<file path="src/rtl/serial_adder.sv">
// -----------------------------------------------------------------------------
// serial_adder
//   Bit-serial adder that computes {cout,sum} = a + b + cin. One full-adder
//   cell is reused LSB-first, one bit per clock. A carry flop links each bit
//   to the next. A start/busy/done handshake sequences each operation.
//
//   Parameters
//     WIDTH  operand/result width in bits (WIDTH >= 2)
//
//   Ports
//     clk    in   rising-edge clock
//     rst_n  in   asynchronous active-low reset
//     start  in   operation request, honoured only in IDLE or DONE
//     a, b   in   operands, captured when start is accepted
//     cin    in   carry-in, captured when start is accepted
//     busy   out  high while an operation is in progress
//     done   out  one-cycle pulse when sum/cout carry a fresh result
//     sum    out  result, held until the next completion
//     cout   out  carry-out, held until the next completion
// -----------------------------------------------------------------------------
module serial_adder #(
  parameter int WIDTH = 8
) (
  input  logic             clk,
  input  logic             rst_n,
  input  logic             start,
  input  logic [WIDTH-1:0] a,
  input  logic [WIDTH-1:0] b,
  input  logic             cin,
  output logic             busy,
  output logic             done,
  output logic [WIDTH-1:0] sum,
  output logic             cout
);

  localparam int CW = $clog2(WIDTH);
  localparam logic [CW-1:0] LAST_BIT = CW'(WIDTH - 1);

  typedef enum logic [1:0] {
    ST_IDLE = 2'b00,
    ST_RUN  = 2'b01,
    ST_DONE = 2'b10
  } state_t;

  // Full-adder sum bit.
  function automatic logic fa_sum(input logic x, input logic y, input logic c);
    fa_sum = x ^ y ^ c;
  endfunction

  // Full-adder carry: majority of the three inputs.
  function automatic logic fa_carry(input logic x, input logic y, input logic c);
    fa_carry = (x & y) | (x & c) | (y & c);
  endfunction

  state_t           state_r,  state_nxt_s;
  logic [WIDTH-1:0] a_sh_r,   a_sh_nxt_s;
  logic [WIDTH-1:0] b_sh_r,   b_sh_nxt_s;
  logic [WIDTH-1:0] res_r,    res_nxt_s;
  logic             carry_r,  carry_nxt_s;
  logic [CW-1:0]    cnt_r,    cnt_nxt_s;
  logic [WIDTH-1:0] sum_r,    sum_nxt_s;
  logic             cout_r,   cout_nxt_s;
  logic             busy_r;
  logic             done_r;
  logic             bit_sum_s;
  logic             bit_carry_s;
  logic [WIDTH-1:0] res_shift_s;

  // Next-state and datapath update for the serial add sequence.
  always_comb begin
    state_nxt_s = state_r;
    a_sh_nxt_s  = a_sh_r;
    b_sh_nxt_s  = b_sh_r;
    res_nxt_s   = res_r;
    carry_nxt_s = carry_r;
    cnt_nxt_s   = cnt_r;
    sum_nxt_s   = sum_r;
    cout_nxt_s  = cout_r;

    bit_sum_s   = fa_sum(a_sh_r[0], b_sh_r[0], carry_r);
    bit_carry_s = fa_carry(a_sh_r[0], b_sh_r[0], carry_r);
    // New bit enters at the MSB, so after WIDTH steps bit 0 sits at the LSB.
    res_shift_s = {bit_sum_s, res_r[WIDTH-1:1]};

    case (state_r)
      ST_IDLE, ST_DONE: begin
        if (start) begin
          a_sh_nxt_s  = a;
          b_sh_nxt_s  = b;
          carry_nxt_s = cin;
          cnt_nxt_s   = '0;
          state_nxt_s = ST_RUN;
        end else begin
          state_nxt_s = ST_IDLE;
        end
      end
      ST_RUN: begin
        a_sh_nxt_s  = {1'b0, a_sh_r[WIDTH-1:1]};
        b_sh_nxt_s  = {1'b0, b_sh_r[WIDTH-1:1]};
        carry_nxt_s = bit_carry_s;
        res_nxt_s   = res_shift_s;
        if (cnt_r == LAST_BIT) begin
          // Final bit: publish the result. The counter holds here and does not wrap.
          sum_nxt_s   = res_shift_s;
          cout_nxt_s  = bit_carry_s;
          state_nxt_s = ST_DONE;
        end else begin
          cnt_nxt_s   = cnt_r + CW'(1);
        end
      end
      default: begin
        state_nxt_s = ST_IDLE;
      end
    endcase
  end

  // State, datapath and output registers.
  // busy and done are decoded from the next state, so they match the state register.
  always_ff @(posedge clk or negedge rst_n) begin
    if (!rst_n) begin
      state_r <= ST_IDLE;
      a_sh_r  <= '0;
      b_sh_r  <= '0;
      res_r   <= '0;
      carry_r <= 1'b0;
      cnt_r   <= '0;
      sum_r   <= '0;
      cout_r  <= 1'b0;
      busy_r  <= 1'b0;
      done_r  <= 1'b0;
    end else begin
      state_r <= state_nxt_s;
      a_sh_r  <= a_sh_nxt_s;
      b_sh_r  <= b_sh_nxt_s;
      res_r   <= res_nxt_s;
      carry_r <= carry_nxt_s;
      cnt_r   <= cnt_nxt_s;
      sum_r   <= sum_nxt_s;
      cout_r  <= cout_nxt_s;
      busy_r  <= (state_nxt_s == ST_RUN);
      done_r  <= (state_nxt_s == ST_DONE);
    end
  end

  assign busy = busy_r;
  assign done = done_r;
  assign sum  = sum_r;
  assign cout = cout_r;

endmodule

</file>
<file path="config.mk">
export PLATFORM = sky130hd
export DESIGN_NAME = serial_adder
export DESIGN_NICKNAME = d
export VERILOG_FILES = /design/src/rtl/serial_adder.sv
export SDC_FILE = /design/constraint.sdc
export NUM_CORES = 1
export LEC_CHECK = 0
export ABC_AREA = 0
export CORE_ASPECT_RATIO = 1.25
export CORE_UTILIZATION = 56
export CTS_BUF_LIST = sky130_fd_sc_hd__clkbuf_8 sky130_fd_sc_hd__clkbuf_16
export DETAILED_ROUTE_END_ITERATION = 10
export PLACE_DENSITY_LB_ADDON = 0.05
export RECOVER_POWER = 100
export REMOVE_ABC_BUFFERS = 1
export SLEW_MARGIN = 30
export SYNTH_ARGS = -nofsm -noshare
export SYNTH_HDL_FRONTEND = slang
export SYNTH_SLANG_ARGS = --single-unit
</file>
<file path="constraint.sdc">
create_clock -name clk -period 2.45 [get_ports clk]
set_input_delay 0.6125 -clock clk [delete_from_list [all_inputs] [get_ports clk]]
set_output_delay 0.6125 -clock clk [all_outputs]
set_load 0.005 [all_outputs]
</file>
==> impl_metrics.env <==
export IMPL_status="finished clean"
export IMPL_core_mm2=0.003028
export IMPL_grt_max_degree=41
export IMPL_p_leak_uw=0.0009904
export IMPL_critical_path_arrival_ns=2.21
export IMPL_yosysUniqueCellTypes=25
export IMPL_grt_pass1_vias=1257
export IMPL_grt_total_usage=0.2310
export IMPL_ant_nets=0
export IMPL_seq_area_frac_synth=0.5416
export IMPL_n_fill_cell=236
export IMPL_ys_top_cells_by_area="dfrtp_1, mux2i_1, mux2_4, a211oi_1, nand2_1"
export IMPL_synth_edf_count=0
export IMPL_tightestPinTransition_ns=0.9554
export IMPL_worst_hold_path_type="primary input to async pin"
export IMPL_wl_per_cell_um=15.02
export IMPL_cts_setup_buffers=0
export IMPL_yosys_area_top_type="dfrtp_1"
export IMPL_syn_area_per_cell_um2=11.48
export IMPL_finClkSkew_ns=0.008738
export IMPL_power_density_mw_per_mm2=1172
export IMPL_dr_pass1_iters=4
export IMPL_start_kind="primary input"
export IMPL_gp_congestion=0.7025
export IMPL_grt_pass1_wl_um=5692
export IMPL_pin_count=31
export IMPL_routed_via_count=1297
export IMPL_cap_viol_max_count=0
export IMPL_yosys_warnings=0
export IMPL_final_nets=215
export IMPL_post_cts_resized=0
export IMPL_fin_util=0.7244
export IMPL_cts_buffers=5
export IMPL_fp_dieH_um=66.23
export IMPL_cts_htree_levels=2
export IMPL_avgViaCountPerCell=5.664
export IMPL_initial_utilization=0.6103
export IMPL_rsz0062_at_grt="no"
export IMPL_dieArea_mm2=0.003535
export IMPL_cts_sinks=40
export IMPL_ys_ff_latch=40
export IMPL_finalSetupViolCount=0
export IMPL_seqCellArea_mm2=0.001001
export IMPL_drt_iter0_drc=32
export IMPL_grt_antenna_before_repair=0
export IMPL_gr_total_overflow=0
export IMPL_synthCells=161
export IMPL_fin_crit_ns=2.040
export IMPL_cts_hold_fix_buffers=0
export IMPL_timing_final_max_slew_violations=0
export IMPL_die_x_um=53.38
export IMPL_finalHoldViolations=0
export IMPL_drc=0
export IMPL_totalWireLength_um=3440
export IMPL_clockRootBuffer="clkbuf_8"
export IMPL_area_growth_pct=18.69
export IMPL_fmax_mhz=490.1
export IMPL_diodes=0
export IMPL_path_max_fanout=13
export IMPL_finalPower_uw=2571
export IMPL_critPathCaptureType="register"
export IMPL_num_rows=22
export IMPL_clkTransAtPathRegs_ns=0.08
export IMPL_multi_input_area_um2=715.7
export IMPL_io_buffers=30
export IMPL_max_slew_margin=0.3631
export IMPL_ir_worst_vdd_mv=0.7641
export IMPL_ys_flop_type="dfrtp_1"
export IMPL_cts_tree="yes"
export IMPL_tns_ns=0
export IMPL_dp_hpwl_um=2507
export IMPL_critPathKind="primary input to register"
export IMPL_period_share=0.8328
export IMPL_netlist_area_mm2=0.001848
export IMPL_ys_async_sr_fraction=1.000
export IMPL_synth_top_area_share=0.5416
export IMPL_yosysMostFrequentCell="dfrtp_1"
export IMPL_clock_path_buffers=2
export IMPL_required_ns=2.62
export IMPL_insertion_delay_ns=0.29
export IMPL_drive_gt1_frac=0.06218
export IMPL_yosys_top_cells_count="dfrtp_1, nand2_1, a21oi_1"
==> critical path: stages <==
cell and delay [ns]:
dlygate4sd3_1 0.81, clkbuf_1 0.34, nor2b_1 0.11, a211oi_1 0.26, a21oi_1 0.06
==> per-layer routing <==
| metal | share of wire | global-route usage | vias up |
|---|---|---|---|
| li1 | - | - | 612 |
| met1 | 0.40 | 0.2644 | 641 |
| met2 | 0.54 | 0.4031 | 38 |
| met3 | 0.042 | 0.05517 | 6 |
| met4 | 0.016 | 0.08882 | 0 |
| met5 | 0 | 0 | - |
==> cell type report <==
class	instances	area share
flip-flops and latches	40	0.4564
multi-input cells	103	0.3263
repair buffers	34	0.1432
clock buffers	5	0.03137
well taps	36	0.02054
inverters	8	0.01369
clock inverters	3	0.008557
==> sequential cells by signal, indices dropped and copies added, names as in the netlist <==
signal and count:
carry_r 1, cnt_r 3, state_r 2, cout 1
sum 8, b_sh_r 8, res_r 7, done 1
busy 1, a_sh_r 8
==> final timing paths <==
check,from,end,slack [ns],depth (start not counted)
worst max register to register,state_r[1]$_DFF_PN0_,b_sh_r[3]$_DFFE_PN0P_,0.42,4
max in group asynchronous,rst_n,b_sh_r[4]$_DFFE_PN0P_,1.40,1
min in group clk,sum[6]$_DFFE_PN0P_,sum[6]$_DFFE_PN0P_,0.49,1
worst min register to register,sum[6]$_DFFE_PN0P_,sum[6]$_DFFE_PN0P_,0.49,1
worst min-delay path,rst_n,sum[0]$_DFFE_PN0P_,0.45,1
worst max-delay path,start,a_sh_r[6]$_DFFE_PN0P_,0.41,5
==> placed cells by master (no fill, tap or decap), types with 3 or more instances in the layout <==
cell,n
clkbuf_1,3
clkdlybuf4s50_1,17
clkbuf_8,5
dlygate4sd3_1,12
a211oi_1,11
mux2i_1,14
a21oi_1,15
o22ai_1,4
nor2b_1,11
nand2_1,23
o21ai_0,3
mux2_1,8
inv_1,7
dfrtp_1,40
==> where the power goes <==
group | leakage (uW) | internal (uW) | switching, uW
Sequential | 0.000485 | 965 | 225
Clock | 0.0000479 | 198 | 230
Combinational | 0.000458 | 498 | 456
Total | 0.000990 | 1660 | 910
==> cells by family (layout without fill, tap and decap cells) <==
| logic type | Yosys count | count (layout) | share of synthesized area |
|---|---|---|---|
| AO/OA/AOI/OAI | 35 | 35 | 0.1164 |
| buffers and inverters | 18 | 50 | 0.05213 |
| AND/OR/NAND/NOR | 42 | 42 | 0.1185 |
| flip-flops | 40 | 40 | 0.5416 |
| adder cells (fa/ha/maj) | 3 | 3 | 0.02437 |
| multiplexers | 23 | 23 | 0.1469 |
==> through the flow <==
stage	instances	hold WS, ns	setup WS, ns	instance area (um^2)
after floorplan	151	0.3169	0.7012	1782
after global placement	221	0.4593	0.4200	2152
after detailed placement	221	0.4810	0.3503	2152
after CTS	229	0.4522	0.6217	2240
after global routing	229	0.5141	0.2682	2193
final	229	0.4549	0.4097	2193
(Power assumes the default switching activity.)
